File: src/rtl/keypad_scanner_pkg.sv
// Shared definitions for the 4x4 keypad scanner.
// - FSM state encodings
// - one-hot row drive constants and the key code width
// - one-hot to index helper and row rotate helper
package keypad_scanner_pkg;

  typedef enum logic [1:0] {
    SCAN     = 2'd0,
    DEBOUNCE = 2'd1,
    PRESSED  = 2'd2
  } state_t;

  localparam logic [3:0] ROW0 = 4'b0001;
  localparam logic [3:0] ROW1 = 4'b0010;
  localparam logic [3:0] ROW2 = 4'b0100;
  localparam logic [3:0] ROW3 = 4'b1000;

  localparam int KEY_W = 4;

  // Index of the highest set bit; callers only pass one-hot values.
  function automatic logic [1:0] onehot_to_idx(input logic [3:0] oh);
    logic [1:0] idx;
    idx = '0;
    for (int i = 0; i < 4; i++) begin
      if (oh[i]) idx = 2'(i);
    end
    return idx;
  endfunction

  // Rotate the row drive left; 1000 wraps to 0001.
  function automatic logic [3:0] row_next(input logic [3:0] row);
    return {row[2:0], row[3]};
  endfunction

endpackage

File: src/rtl/scan_tick_gen.sv
// Free-running scan prescaler.
// Ports:
//   clk     in  system clock
//   btnres  in  asynchronous active-high reset
//   tick    out one-cycle strobe every SCAN_DIV clocks (while count is SCAN_DIV-1)
module scan_tick_gen #(
  parameter int SCAN_DIV = 50000
) (
  input  logic clk,
  input  logic btnres,
  output logic tick
);

  localparam int CW = (SCAN_DIV > 1) ? $clog2(SCAN_DIV) : 1;
  localparam logic [CW-1:0] LAST = CW'(SCAN_DIV - 1);

  logic [CW-1:0] cnt;

  always_ff @(posedge clk or posedge btnres) begin
    if (btnres)           cnt <= '0;
    else if (cnt == LAST) cnt <= '0;
    else                  cnt <= cnt + 1'b1;
  end

  assign tick = (cnt == LAST);

endmodule

File: src/rtl/keypad_scanner.sv
// 4x4 matrix keypad scanner with debounce.
// Drives one row at a time, samples the synchronized columns on each scan
// tick, debounces a single key and reports it with a one-cycle valid pulse.
// Ports:
//   clk        in  system clock
//   btnres     in  asynchronous active-high reset
//   col[3:0]   in  column lines, active-high, asynchronous to clk
//   fil[3:0]   out one-hot row drive
//   key_code   out last accepted key, {row_idx, col_idx}
//   key_valid  out one-cycle pulse when key_code updates
//   key_held   out high until the accepted key is released
module keypad_scanner
  import keypad_scanner_pkg::*;
#(
  parameter int SCAN_DIV   = 50000,
  parameter int DEBOUNCE_N = 20
) (
  input  logic             clk,
  input  logic             btnres,
  input  logic [3:0]       col,
  output logic [3:0]       fil,
  output logic [KEY_W-1:0] key_code,
  output logic             key_valid,
  output logic             key_held
);

  localparam int DW = $clog2(DEBOUNCE_N);
  // Counters stop at N-1: the Nth matching tick is the accepting one.
  localparam logic [DW-1:0] DEB_LAST = DW'(DEBOUNCE_N - 1);

  logic tick;

  scan_tick_gen #(.SCAN_DIV(SCAN_DIV)) u_tick (
    .clk    (clk),
    .btnres (btnres),
    .tick   (tick)
  );

  state_t          state, state_n;
  logic [3:0]      col_m, col_s;
  logic [3:0]      cand_col, cand_n;
  logic [3:0]      fil_n;
  logic [DW-1:0]   deb_cnt, deb_n;
  logic [DW-1:0]   rel_cnt, rel_n;
  logic [KEY_W-1:0] code_n;
  logic            valid_n, held_n;

  always_ff @(posedge clk or posedge btnres) begin
    if (btnres) begin
      col_m     <= '0;
      col_s     <= '0;
      state     <= SCAN;
      fil       <= ROW0;
      cand_col  <= '0;
      deb_cnt   <= '0;
      rel_cnt   <= '0;
      key_code  <= '0;
      key_valid <= 1'b0;
      key_held  <= 1'b0;
    end else begin
      col_m     <= col;
      col_s     <= col_m;
      state     <= state_n;
      fil       <= fil_n;
      cand_col  <= cand_n;
      deb_cnt   <= deb_n;
      rel_cnt   <= rel_n;
      key_code  <= code_n;
      key_valid <= valid_n;
      key_held  <= held_n;
    end
  end

  always_comb begin
    state_n = state;
    fil_n   = fil;
    cand_n  = cand_col;
    deb_n   = deb_cnt;
    rel_n   = rel_cnt;
    code_n  = key_code;
    valid_n = 1'b0;
    held_n  = key_held;
    if (tick) begin
      unique case (state)
        SCAN: begin
          // Zero or multi-hot columns (two keys, ghosting) just move on.
          if ($onehot(col_s)) begin
            cand_n  = col_s;
            deb_n   = DW'(1);
            state_n = DEBOUNCE;
          end else begin
            fil_n = row_next(fil);
          end
        end
        DEBOUNCE: begin
          if (col_s == cand_col) begin
            if (deb_cnt == DEB_LAST) begin
              code_n  = {onehot_to_idx(fil), onehot_to_idx(cand_col)};
              valid_n = 1'b1;
              held_n  = 1'b1;
              rel_n   = '0;
              state_n = PRESSED;
            end else begin
              deb_n = deb_cnt + 1'b1;
            end
          end else begin
            // Bounce: retry the same row without rotating.
            state_n = SCAN;
          end
        end
        PRESSED: begin
          if (col_s == '0) begin
            if (rel_cnt == DEB_LAST) begin
              held_n  = 1'b0;
              fil_n   = row_next(fil);
              state_n = SCAN;
            end else begin
              rel_n = rel_cnt + 1'b1;
            end
          end else begin
            rel_n = '0;
          end
        end
        default: state_n = SCAN;
      endcase
    end
  end

endmodule

File: config.mk
export PLATFORM = sky130hd
export DESIGN_NAME = keypad_scanner
export DESIGN_NICKNAME = d
export VERILOG_FILES = /design/src/rtl/keypad_scanner_pkg.sv /design/src/rtl/scan_tick_gen.sv /design/src/rtl/keypad_scanner.sv
export SDC_FILE = /design/constraint.sdc
export NUM_CORES = 1
export LEC_CHECK = 0
export BUFFER_PORTS_ARGS = -buffer_cell sky130_fd_sc_hd__buf_2
export CORE_MARGIN = 2
export CORE_UTILIZATION = 37
export DETAILED_ROUTE_END_ITERATION = 10
export HOLD_SLACK_MARGIN = 0.02
export PLACE_DENSITY = 0.57
export SLEW_MARGIN = 10
export SYNTH_ARGS = -nofsm -noshare
export SYNTH_HDL_FRONTEND = slang
export SYNTH_HIERARCHICAL = 1
export SYNTH_SLANG_ARGS = --single-unit
File: constraint.sdc
create_clock -name clk -period 4.65 [get_ports clk]
set_input_delay 0.465 -clock clk [delete_from_list [all_inputs] [get_ports clk]]
set_output_delay 0.465 -clock clk [all_outputs]
set_load 0.01 [all_outputs]
==> impl_summary.txt <==
----------------------------------------------------
[Critical path]
  Critical path peak fanout ... 8
  Startpoint type of the worst setup path ... flop
  Cell family contributing the most delay on the critical path ... simple AND/OR/NAND/NOR gates
  Endpoint required time on the critical path ... around 4.9 ns
  Delay contributed by the slowest stage of the critical path ... around 0.53 ns
  Setup crit end kind ... flop
  Crit path DAT ... roughly 3.2 ns
  Cell with the largest stage delay on the worst path ... sky130_fd_sc_hd__fa_1
  Critical path, cell by cell ... inv_1 > fa_1 > inv_1 > ha_1 > ha_1 > or3b_1 > or3_1 > and2_1 > o21bai_1 > a22o_1
  Combined buffer and inverter count along the critical path ... 2
  Class of the most critical setup path ... flop to flop

[Clock network]
  Count of hold-fix buffers inserted at cts ... 0
  Clk sinks ... 50
  TritonCTS Buffers ... 5
  Clock Pin Slew Worst Setup and Hold Paths ... 0.09 ns
  Buffer count from post-CTS setup fixing ... 0
  Clock buffer depth ... 2
  TritonCTS clock tree ... yes
  H-tree depth ... 2
  Clock Root Buffer ... sky130_fd_sc_hd__clkbuf_8
  Clock latency at the later pin of the worst-skew pair ... approximately 0.30 ns
  CTS resizes ... 0

[Global routing]
  Busiest layer in global routing ... met2
  Pin count of the biggest net entering global routing ... 35
  Met2 usage ... around a fifth
  Global-route wire length before repair ... ~7 mm
  Met1 capacity usage during global routing ... between 15 and 20%
  Antenna violations before repair ... 0
  Aggregate global routing overflow ... 0
  Global Route met3 Usage ... between 3 and 4%
  Total routing usage reported by global routing ... between 10% and 20%
  Number of global-route vias before repair ... 1522

[STA]
  Final TNS setup ... 0 ns
  Slew @ Worst Pin ... 0.611 ns
  Setup repair after global routing missed its margin ... no
  Number of failing hold endpoints at the final stage ... 0
  Ratio of final minimum period to clock period ... about 65%
  Maximum clock skew at final layout ... around 0.0095 ns
  Relative slew slack ... about three fifths
  Minimum clock period ... ~3 ns
  Final-report max-slew violation count ... 0
  Highest Clock Rate ... roughly 330 MHz
  Final setup violation count ... 0

[Route]
  Wire length per cell ... roughly 13 µm
  DRT Pass-1 Iters ... 4
  Residual antenna-violating net count after detailed routing ... 0
  Sum of routed wire length over all layers ... between 3 and 4 mm
  Average via count per standard cell ... between 5 and 6
  Residual DRC count ... 0
  Routed via count ... between 1.5k and 2k
  1st-iter DRT viols ... 55

[Die]
  Rows ... 29
  Effective utilization at floorplan ... 37.7%
  Die extent in x ... roughly 84 µm
  Die Y-Extent ... about 84 µm
  Ports placed on the boundary ... 16
  Die area ... ~7000 µm²
  Core region area ... about 6300 µm²

[Power and ir drop]
  Maximum resistive drop on vdd ... between 0.1 and 0.15 mV
  Total power after layout ... 0.000723 W
  Power density over the cells ... ~280 nW/µm²
  Pleak ... approximately 1.2 nW

[Logic synthesis]
  EDFF count, synth ... 0
  Gate count of the mapped netlist ... between 200 and 250
  Async set-reset flop share out of synthesis ... 100%
  Post-Synthesis Cell Area ... between 2000 and 2500 µm²
  Sequential fraction of the synthesis area ... between 50% and 60%
  Main synth FF type ... sky130_fd_sc_hd__dfrtp_1
  Syn Area/Cell ... 11.0 µm²
  Number of synthesized register bits ... 50
  Number of warnings issued by yosys ... 6
  Synthesized Nets ... 228
  Distinct cell type count of the synthesized netlist ... 46

[Final layout]
  Growth of design area from synthesis to finish ... 10.8%
  Count of antenna diodes in the layout ... 0
  Fraction of final layout cells sized beyond drive strength 1 ... around 17%
  Commonest non-fill, non-tap cells in the layout ... 49 x sky130_fd_sc_hd__dfrtp_1, 21 x sky130_fd_sc_hd__nand2_1, 17 x sky130_fd_sc_hd__o21ai_0
  Most common library cell in the layout ignoring fill and taps ... sky130_fd_sc_hd__dfrtp_1
  Count of nets after finishing ... roughly 250
  Final Core Density ... between 40% and 50%

[Min path]
  Hold WC Path Type ... input port to asynchronous set/reset pin

[Placement]
  Final weighted congestion in routability-driven placement ... 0.793
  Buffers added on ports ... 15
  DPL Wire Length ... about 2.8 mm

[Flow run]
  Max-cap violation count ... 0

[Run status]
  Status ... finished, final reports clean

----------------------------------------------------
[flip-flops by register name, summed over array words and instances (netlist names)]
signal      count
key_code        4
deb_cnt         5
fil             4
col_m           4
rel_cnt         5
u_tick/cnt     16
key_held        1
state           2
key_valid       1
col_s           4
cand_col        4
[area by class of cell]
class | instances | area (µm²)
inverter | 13 | 48.8
clock buffer | 6 | 82.6
sequential | 50 | 1250
fill | 613 | 3650
timing repair buffer | 16 | 82.6
tap | 77 | 96.3
clock inverter | 2 | 12.5
multi-input combinational | 149 | 1050
[report_power, final]
part	internal [W]	leakage [nW]	switching (W)
registers	0.000438	0.662	0.00000214
clock network	0.000120	0.0472	0.000139
logic	0.00000799	0.501	0.0000158
[cells in the mapped netlist (2+ instances only)]
library cell / n / share of area [%]
sky130_fd_sc_hd__a21oi_1: 5 / 1.1
sky130_fd_sc_hd__and3_1: 3 / 0.79
sky130_fd_sc_hd__and4_1: 2 / 0.74
sky130_fd_sc_hd__and4b_1: 2 / 0.85
sky130_fd_sc_hd__and4bb_2: 2 / 1.1
sky130_fd_sc_hd__clkbuf_1: 2 / 0.32
sky130_fd_sc_hd__dfrtp_1: 49 / 52
sky130_fd_sc_hd__ha_1: 6 / 3.2
sky130_fd_sc_hd__inv_1: 13 / 2.1
sky130_fd_sc_hd__mux2_2: 6 / 2.9
sky130_fd_sc_hd__nand2_1: 21 / 3.3
sky130_fd_sc_hd__nand2b_1: 2 / 0.53
sky130_fd_sc_hd__nand3_1: 11 / 2.3
sky130_fd_sc_hd__nand4_1: 7 / 1.8
sky130_fd_sc_hd__nor2_1: 15 / 2.4
sky130_fd_sc_hd__nor2b_1: 3 / 0.79
sky130_fd_sc_hd__nor3_1: 2 / 0.42
sky130_fd_sc_hd__nor4_2: 2 / 1.1
sky130_fd_sc_hd__o21ai_0: 17 / 3.6
sky130_fd_sc_hd__o31ai_1: 2 / 0.63
sky130_fd_sc_hd__or2_1: 2 / 0.53
sky130_fd_sc_hd__or3_1: 2 / 0.53
sky130_fd_sc_hd__xnor2_1: 6 / 2.2
sky130_fd_sc_hd__xor2_1: 11 / 4.1
[cell families (layout without fill, tap and decap cells)]
kind of cell / Yosys count / count (layout) / share of synthesized area, %
AND/OR/NAND/NOR: 87 / 87 / 22.4
flip-flops: 50 / 50 / 52.9
multiplexers: 8 / 8 / 3.91
buffers and inverters: 16 / 37 / 2.85
AO/OA/AOI/OAI: 30 / 30 / 7.61
XOR/XNOR: 17 / 17 / 6.29
adder cells (fa/ha/maj): 7 / 7 / 4.02
[worst register-to-register path: stages, from the launching register on]
cell and delay (ns):
sky130_fd_sc_hd__dfrtp_1 0.37, sky130_fd_sc_hd__inv_1 0.09, sky130_fd_sc_hd__fa_1 0.53, sky130_fd_sc_hd__inv_1 0.04, sky130_fd_sc_hd__ha_1 0.17, sky130_fd_sc_hd__ha_1 0.26, sky130_fd_sc_hd__or3b_1 0.40, sky130_fd_sc_hd__or3_1 0.44
sky130_fd_sc_hd__and2_1 0.24, sky130_fd_sc_hd__o21bai_1 0.18, sky130_fd_sc_hd__a22o_1 0.20
[through the flow]
| stage | std cells | area [µm²] | worst slack [ns] | hold WS, ns |
|---|---|---|---|---|
| floorplan | 215 | 2370 | 1.76 | 0.331 |
| global placement | 305 | 2530 | 1.67 | 0.335 |
| detailed placement | 305 | 2530 | 1.61 | 0.336 |
| CTS | 313 | 2620 | 1.62 | 0.243 |
| global route | 313 | 2620 | 1.48 | 0.257 |
| finish | 313 | 2620 | 1.64 | 0.227 |
[routing by layer]
metal | share of wire, % | vias to the layer above
li1 | - | 787
met1 | 51 | 758
met2 | 45 | 19
met3 | 3.0 | 6
met4 | 1.5 | 0
met5 | 0 | -
[final timing paths]
path / start / endpoint / slack, ns / cells after the start
min in group clk: col[0] / col_m[0]$_DFF_PP0_ / 0.27 / 1
worst min register to register: col_m[1]$_DFF_PP0_ / col_s[1]$_DFF_PP0_ / 0.35 / 0
worst min-delay path: btnres / u_tick/cnt[13]$_DFF_PP0_ / 0.23 / 2
max in group asynchronous: btnres / u_tick/cnt[2]$_DFF_PP0_ / 4.03 / 2
worst max-delay path: col_s[0]$_DFF_PP0_ / deb_cnt[1]$_DFFE_PP0P_ / 1.64 / 10
worst max register to register: col_s[0]$_DFF_PP0_ / deb_cnt[1]$_DFFE_PP0P_ / 1.64 / 10
Power figures use the tool's default switching activity.
